<file path="src/rtl/spi_reg_controller_if.sv">
// rtl/spi_reg_controller_if.sv - SPI slave byte-path bundle between the slave core and the command controller
interface spi_reg_controller_if;
  logic       spi_cs;
  logic [7:0] spi_rx_data;
  logic       spi_rx_valid;
  logic [7:0] spi_tx_data;
  logic       spi_tx_valid;

  modport master (
    output spi_cs, spi_rx_data, spi_rx_valid,
    input  spi_tx_data, spi_tx_valid
  );

  modport slave (
    input  spi_cs, spi_rx_data, spi_rx_valid,
    output spi_tx_data, spi_tx_valid
  );
endinterface

</file>
<file path="src/rtl/spi_reg_controller.sv">
// rtl/spi_reg_controller.sv - SPI command decoder driving an 8-bit control register bank and reply scheduling
module spi_reg_controller #(
  parameter int         NUM_REGS  = 8,
  parameter logic [6:0] STATUS_ID = 7'h2A
) (
  input  logic                  clk,
  input  logic                  rst,
  spi_reg_controller_if.slave   spi,
  output logic [NUM_REGS*8-1:0] reg_q,
  output logic                  wr_strobe,
  output logic [6:0]            wr_addr,
  output logic                  frame_active,
  output logic                  err
);
  localparam int AW = (NUM_REGS > 1) ? $clog2(NUM_REGS) : 1;

  typedef enum logic [1:0] {S_IDLE, S_CMD, S_WRITE, S_READ} state_t;

  state_t     r_state;
  logic [2:0] r_cs_sync;
  logic [6:0] r_addr;
  logic [7:0] r_regs [NUM_REGS];
  logic [7:0] r_tx_data;
  logic       r_tx_valid;
  logic       r_wr_strobe;
  logic [6:0] r_wr_addr;
  logic       r_frame_active;
  logic       r_err;

  logic       w_cs_fall;
  logic       w_cs_rise;
  logic       w_rx_take;
  logic       w_wr_en;
  logic       w_err_set;
  logic [6:0] w_addr_next;
  logic [6:0] w_rd_addr;
  logic [7:0] w_rd_data;

  function automatic logic in_range(input logic [6:0] a);
    return ({1'b0, a} < 8'(NUM_REGS));
  endfunction

  assign w_cs_fall   = (r_cs_sync[2:1] == 2'b10);
  assign w_cs_rise   = (r_cs_sync[2:1] == 2'b01);
  assign w_rx_take   = spi.spi_rx_valid && (r_state != S_IDLE);
  assign w_addr_next = r_addr + 7'd1;
  assign w_wr_en     = w_rx_take && (r_state == S_WRITE) && in_range(r_addr);

  // The command byte reads at its own address; streaming reads prefetch the next address.
  always_comb begin
    w_rd_addr = (r_state == S_CMD) ? spi.spi_rx_data[6:0] : w_addr_next;
    w_rd_data = in_range(w_rd_addr) ? r_regs[w_rd_addr[AW-1:0]] : 8'h00;
    w_err_set = 1'b0;
    if (w_rx_take) begin
      unique case (r_state)
        S_CMD:   w_err_set = !spi.spi_rx_data[7] && !in_range(w_rd_addr);
        S_WRITE: w_err_set = !in_range(r_addr);
        S_READ:  w_err_set = !in_range(w_rd_addr);
        default: w_err_set = 1'b0;
      endcase
    end
  end

  always_ff @(posedge clk) begin
    if (!rst) begin
      r_state        <= S_IDLE;
      r_cs_sync      <= 3'b111;
      r_addr         <= 7'd0;
      r_tx_data      <= 8'h00;
      r_tx_valid     <= 1'b0;
      r_wr_strobe    <= 1'b0;
      r_wr_addr      <= 7'd0;
      r_frame_active <= 1'b0;
      r_err          <= 1'b0;
      for (int i = 0; i < NUM_REGS; i++) begin
        r_regs[i] <= 8'h00;
      end
    end else begin
      r_cs_sync   <= {r_cs_sync[1:0], spi.spi_cs};
      r_tx_valid  <= 1'b0;
      r_wr_strobe <= 1'b0;

      // Byte side effects land even when chip select rises in the same cycle.
      if (w_wr_en) begin
        r_regs[r_addr[AW-1:0]] <= spi.spi_rx_data;
        r_wr_strobe            <= 1'b1;
        r_wr_addr              <= r_addr;
      end
      if (w_rx_take) begin
        r_addr <= (r_state == S_CMD) ? spi.spi_rx_data[6:0] : w_addr_next;
      end
      if (w_err_set) begin
        r_err <= 1'b1;
      end

      if (w_cs_fall) begin
        r_state        <= S_CMD;
        r_frame_active <= 1'b1;
        r_tx_valid     <= 1'b1;
        r_tx_data      <= {r_err, STATUS_ID};
        r_err          <= w_err_set;
      end else if (w_cs_rise && (r_state != S_IDLE)) begin
        r_state        <= S_IDLE;
        r_frame_active <= 1'b0;
      end else if (w_rx_take) begin
        r_tx_valid <= 1'b1;
        unique case (r_state)
          S_CMD: begin
            r_state   <= spi.spi_rx_data[7] ? S_WRITE : S_READ;
            r_tx_data <= spi.spi_rx_data[7] ? 8'h00 : w_rd_data;
          end
          S_WRITE: r_tx_data <= 8'h00;
          S_READ:  r_tx_data <= w_rd_data;
          default: begin
            r_state    <= S_IDLE;
            r_tx_valid <= 1'b0;
          end
        endcase
      end
    end
  end

  for (genvar g = 0; g < NUM_REGS; g++) begin : g_reg_q
    assign reg_q[8*g +: 8] = r_regs[g];
  end

  assign spi.spi_tx_data  = r_tx_data;
  assign spi.spi_tx_valid = r_tx_valid;
  assign wr_strobe        = r_wr_strobe;
  assign wr_addr          = r_wr_addr;
  assign frame_active     = r_frame_active;
  assign err              = r_err;
endmodule
</file>
<file path="src/flat_wrapper.sv">
// flat-port wrapper written by rule: the top's interface ports become plain ports
module spi_reg_controller_flat 
#(
  parameter int         NUM_REGS  = 8,
  parameter logic [6:0] STATUS_ID = 7'h2A
)
  (clk, rst, reg_q, wr_strobe, wr_addr, frame_active, err, spi_spi_cs, spi_spi_rx_data, spi_spi_rx_valid, spi_spi_tx_data, spi_spi_tx_valid);
  spi_reg_controller_if spi_i ();
  input  logic clk;
  input  logic rst;
  output logic [NUM_REGS*8-1:0] reg_q;
  output logic wr_strobe;
  output logic [6:0] wr_addr;
  output logic frame_active;
  output logic err;
  input wire logic [$bits(spi_i.spi_cs)-1:0] spi_spi_cs;
  input wire logic [$bits(spi_i.spi_rx_data)-1:0] spi_spi_rx_data;
  input wire logic [$bits(spi_i.spi_rx_valid)-1:0] spi_spi_rx_valid;
  output wire logic [$bits(spi_i.spi_tx_data)-1:0] spi_spi_tx_data;
  output wire logic [$bits(spi_i.spi_tx_valid)-1:0] spi_spi_tx_valid;
  assign spi_i.spi_cs = spi_spi_cs;
  assign spi_i.spi_rx_data = spi_spi_rx_data;
  assign spi_i.spi_rx_valid = spi_spi_rx_valid;
  assign spi_spi_tx_data = spi_i.spi_tx_data;
  assign spi_spi_tx_valid = spi_i.spi_tx_valid;
  spi_reg_controller #(.NUM_REGS(NUM_REGS), .STATUS_ID(STATUS_ID)) u_core (.clk(clk), .rst(rst), .spi(spi_i), .reg_q(reg_q), .wr_strobe(wr_strobe), .wr_addr(wr_addr), .frame_active(frame_active), .err(err));
endmodule
</file>
<file path="config.mk">
export PLATFORM = sky130hd
export DESIGN_NAME = spi_reg_controller_flat
export DESIGN_NICKNAME = d
export VERILOG_FILES = /design/src/rtl/spi_reg_controller_if.sv /design/src/rtl/spi_reg_controller.sv /design/src/flat_wrapper.sv
export SDC_FILE = /design/constraint.sdc
export NUM_CORES = 1
export LEC_CHECK = 0
export BUFFER_PORTS_ARGS = -buffer_cell sky130_fd_sc_hd__buf_4
export CAP_MARGIN = 20
export CORE_ASPECT_RATIO = 1.2
export CORE_MARGIN = 1
export CORE_UTILIZATION = 47
export CTS_CLUSTER_SIZE = 20
export DETAILED_ROUTE_END_ITERATION = 8
export HOLD_SLACK_MARGIN = 0.06
export PLACE_DENSITY = 0.69
export SYNTH_ARGS = -nofsm -noshare
export SYNTH_HDL_FRONTEND = slang
export SYNTH_SLANG_ARGS = --single-unit
</file>
<file path="constraint.sdc">
create_clock -name clk -period 4.9 [get_ports clk]
set_input_delay 0.49 -clock clk [delete_from_list [all_inputs] [get_ports clk]]
set_output_delay 0.49 -clock clk [all_outputs]
set_load 0.02 [all_outputs]
</file>
# After elaboration in Yosys (flattened, before gate mapping)
# Memories as Yosys holds them, arrays and structs flattened.
# Index checks and enable logic that the tools add are counted.
# classes
addsub,1
muxes,29
eq_ne,7
bitwise_logic,3
magnitude_cmp,2
reduce_logical,24
# op_table
operator,n
8-bit 2-to-1 mux,6
8-bit case mux with 3 select lines,1
1-bit 2-to-1 mux,18
"7-bit by 4-bit less-than comparator with 1-bit output, second input constant",2
2-bit nonzero test,4
8-bit OR reduction,1
"7-bit by 1-bit adder with 7-bit output, second input constant",1
7-bit 2-to-1 mux,1
"2-bit equality test, second input constant",3
3-bit AND reduction,2
3-bit nonzero test,2
3-bit OR reduction,2
1-bit logical AND,5
"2-bit by 1-bit equality test with 1-bit output, second input constant",2
2-bit case mux with 2 select lines,1
2-bit AND reduction,2
4-bit nonzero test,1
2-bit OR reduction,2
1-bit zero test,3
3-bit 2-to-1 mux,1
"3-bit by 1-bit inequality test with 1-bit output, second input constant",1
1-bit NOT,3
1-bit case mux with 3 select lines,1
"2-bit by 1-bit inequality test with 1-bit output, second input constant",1
# totals
input_bits,12
regBits,31
out_inout_bits,83
memories,1
ram_bits,64
word_cells,78
# memory_table
name,depth,width,rd,rd_ports_with_merged_regs,write_ports,line_no,rtl
u_core.r_regs,8,8,9,0,8,spi_reg_controller.sv:22,logic [7:0] r_regs [NUM_REGS];

# Logic depth before layout (Yosys ltp)
# depth
depth_word,9
depth_mapped,8
depth_no_buf,6

# Worst setup path after synthesis
# OpenSTA, ideal clock, no wires.
# synth_path
path_type,reg-to-reg
from,register u_core.r_addr[4]
to,memory u_core.r_regs[7][0] (enable)
path_stages_with_launch,7
setup_time_ns,0.384
n_path_buf,3
setup_slack_ns,2.509
t_required_ns,4.516
synth_period_minus_slack_ns,2.391
arrival_time_ns,2.007
cell_sequence,dfxtp_1 > buf_6 > nor4_2 > or3b_1 > buf_6 > buf_2 > o21ai_0
# synth_rtl
element,line_no,rtl
from (decl),spi_reg_controller.sv:21,logic [6:0] r_addr;
from (signal assigned),spi_reg_controller.sv:90,r_addr <= (r_state == S_CMD) ? spi.spi_rx_data[6:0] : w_addr_next;
to (decl),spi_reg_controller.sv:22,

# Worst setup path after layout
# layout_path
from,register u_core.r_addr[0]
to,register u_core.r_tx_data[4] (netlist: u_core.spi.spi_tx_data[4])
# layout_between
elab_chain_len,6
elab_cells_between_ends,7
cone_classes,add/sub (1); order compare (1); mux (4); memory (1)
# layout_lines
element,line_no,rtl
7-bit by 1-bit adder with 7-bit output (*),spi_reg_controller.sv:46,assign w_addr_next = r_addr + 7'd1;
7-bit 2-to-1 mux (*),spi_reg_controller.sv:51,w_rd_addr = (r_state == S_CMD) ? spi.spi_rx_data[6:0] : w_addr_next;
7-bit by 4-bit less-than comparator with 1-bit output or memory read 8 x 8 bit (tied branches),--,
8-bit 2-to-1 mux (*),spi_reg_controller.sv:52,w_rd_data = in_range(w_rd_addr) ? r_regs[w_rd_addr[AW-1:0]] : 8'h00;
8-bit 2-to-1 mux,spi_reg_controller.sv:110,r_tx_data <= spi.spi_rx_data[7] ? 8'h00 : w_rd_data;
8-bit case mux with 3 select lines (*),spi_reg_controller.sv:107,unique case (r_state)
to (signal assigned),spi_reg_controller.sv:100,"r_tx_data <= {r_err, STATUS_ID};"
to (signal assigned),spi_reg_controller.sv:110,
to (signal assigned),spi_reg_controller.sv:113,S_READ: r_tx_data <= w_rd_data;
to (decl),spi_reg_controller.sv:23,logic [7:0] r_tx_data;
# Every way passes the cells marked *; elsewhere a longest branch is shown, timed or not.
# A chain may end at the register's enable or synchronous reset.

==> results_dict.tcl <==
set metrics [dict create \
    rsz0062_at_grt "no" \
    tightest_slew_ns 0.927 \
    synthXorXnorAreaFrac_pct 0.743 \
    synth_async_sr_flop_share_pct 0 \
    power_frac_seq_pct 50.8 \
    skew_ns 0.00679 \
    internal_power_uw 1300 \
    netlist_area_mm2 0.00471 \
    r2r_slack_ns 1.86 \
    grt_pass1_vias 3658 \
    dieHeight_um 112 \
    hpwl_mm 9.26 \
    drcViolationCount 0 \
    setup_viol 0 \
    gp_congestion 0.877 \
    synthAdderAreaFrac_pct 0.478 \
    cts_htree_levels 3 \
    min_from "spi_spi_cs" \
    crit_start "u_core.r_addr[0]" \
    ys_ff_latch 95 \
    core_mm2 0.00961 \
    grt_usage_pct 26.3 \
    drtPass1Iterations 6 \
    hold_viol 0 \
    finalMaxSlewViolations 0 \
    syn_to_final_growth_pct 22.1 \
    p_sw_share_pct 26.2 \
    status "completed" \
    clock_path_buffers 2 \
    cts_setup_buffers 0 \
    start_util_pct 49.0 \
    fin_nets 525 \
    synth_cell_types 49 \
    yosysWarnings 0 \
    portBuffers 94 \
    wl_per_cell_um 20.8 \
    critPathMaxFanout 32 \
    yosys-top-cells-area "edfxtp_1 (41%), dfxtp_1 (13%), and2_1 (8.8%), o2111ai_1 (5.9%), o211ai_1 (5.1%)" \
    drtIter0Drc 319 \
    syn_area_per_cell_um2 10.9 \
    synth_edf_count 64 \
    synth_mux_area_share_pct 1.22 \
    critPathLaunchType "flop" \
    synthCells 433 \
    hold_slack_ns 0.329 \
    wl_mm 13.3 \
    finalPower_uw 1770 \
    post-synth-top-area-fraction_pct 40.8 \
    synth-simple-area-share_pct 20.6 \
    hp-class "in2reg" \
    die_area_mm2 0.0104 \
    cts_tree "yes" \
    grt_pass1_wl_mm 20.1 \
    critPathKind "reg2reg" \
    path_clk_slew_ns 0.07 \
    grt_overflow_total 0 \
    fmax_mhz 329 \
    peakVddDrop_mv 0.153 \
    synth.largest_area_cell "edfxtp_1" \
    end_kind "flop" \
    pwr-share-comb_pct 11.5 \
    nFillCells 820 \
    ctsResizeCount 0 \
    cts_hold_buf 0 \
    fin_util_pct 59.9 \
    clockPowerShare_pct 37.7 \
    antenna_found_initial 0 \
    synth_top_family_by_area "simple AND/OR/NAND/NOR gates" \
    required_ns 5.11 \
    seq_area_frac_synth_pct 54.0 \
    hold_path_depth 2 \
    drive_gt1_share_pct 25.3 \
    worstPathArrival_ns 3.25 \
    hold_path_end "u_core.r_cs_sync[0]" \
    viasPerCell 5.95 \
    r2r_cells 7 \
    io_pins 95 \
    r2r-start "u_core.r_addr[0]" \
    finalCriticalPeriod_ns 3.04 \
    cts_buffers 9 \
    synth_compound_area_share_pct 16.8 \
    p_per_area_mw_per_mm2 307 \
    rows 39 \
    cts_root_buf "clkbuf_16" \
    die_x_um 93.4 \
    clock_sinks 95 \
    yosys_most_used_dff "edfxtp_1" \
    maxSlewHeadroom_pct 37.0 \
    power_leakage_uw 0.00222 \
    timing.rr.end "u_core.spi.spi_tx_data[4]" \
    synth_most_common_cell "and2_1" \
    ant_nets 0 \
    insertion_delay_ns 0.35 \
    tns_ns 0 \
    synth_nets 446 \
    power.switching_uw 462 \
    vias 3809 \
    min_period_over_period_pct 62.0 \
    grt_start_max_net_pins 40 \
    synthTopCellsByCount "and2_1 (66), edfxtp_1 (64), inv_1 (35)" \
    diodes 0 \
    drv_cap 0 \
]
==> worst max-delay path: stages, from the launching register on <==
cell and delay [ns]:
dfxtp_1 0.60, buf_4 0.46, ha_1 0.30, xor2_1 0.12
mux2i_2 0.75, o2111ai_1 0.35, nand4_1 0.24, o31ai_1 0.08
==> cell families after synthesis <==
logic type	Yosys count
muxes	4
DFF	95
xor gates and xnor gates	4
and+or+nand+nor	157
AOI/OAI and AO/OA	104
buffers and inverters	67
adders and majority gates	2
==> worst max path at each step <==
stage                                end  depth (start not counted)
5_1_grt        u_core.spi.spi_tx_data[5]                          7
6_report       u_core.spi.spi_tx_data[4]                          7
3_5_place_dp   u_core.spi.spi_tx_data[6]                          7
4_1_cts        u_core.spi.spi_tx_data[6]                          7
2_1_floorplan        u_core.r_regs[7][0]                          6
3_3_place_gp   u_core.spi.spi_tx_data[6]                          7
==> cell usage in the layout (no fill, tap or decap), types with 5 or more instances in the layout <==
cell,n
buf_4,98
and2_1,66
edfxtp_1,64
inv_1,35
o211ai_1,32
o2111ai_1,32
dfxtp_1,31
nand2_1,26
nor2_1,18
nand2b_1,12
a21oi_1,11
nand4_1,9
clkbuf_16,9
and3_1,7
o31ai_1,5
o32ai_1,5
==> layout make-up <==
cell class,count,area (um^2),share of cell area [%]
sequential,95,2540,44.2
inverter,36,135,2.35
tap,123,154,2.67
clock inverter,6,45.0,0.783
timing repair buffer,99,763,13.3
multi-input combinational,271,1880,32.6
clock buffer,10,239,4.15
==> power groups by stage <==
stage	Sequential [uW]	Combinational, uW	Clock (uW)
finish	897	203	667
global route	899	215	703
CTS	897	198	675
detailed placement	914	197	0
global placement	914	194	0
floorplan	933	91.8	0
==> registers in the layout (all words and copies together), names as in the netlist, 2 cells and up <==
signal and flops:
u_core.r_cs_sync 3, u_core.wr_addr 7, u_core.spi.spi_tx_data 8, u_core.r_state 2, u_core.r_regs 64, u_core.r_addr 7
==> metrics by stage <==
step                cells  setup WS (ns)  area (um^2)
floorplan             433           2.51         4710
global placement      623           2.03         5440
detailed placement    623           1.98         5440
CTS                   639           1.98         5730
global route          640           1.76         5760
finish                640           1.86         5760
==> routing by layer <==
layer	GRT usage (%)	share of wire (%)	up-vias
li1	-	-	1757
met3	4.85	7.0	34
met4	13.6	3.6	0
met5	0	0	-
met1	33.9	41	1832
met2	42.0	49	186
No activity file was read; power rests on OpenSTA's default activity.
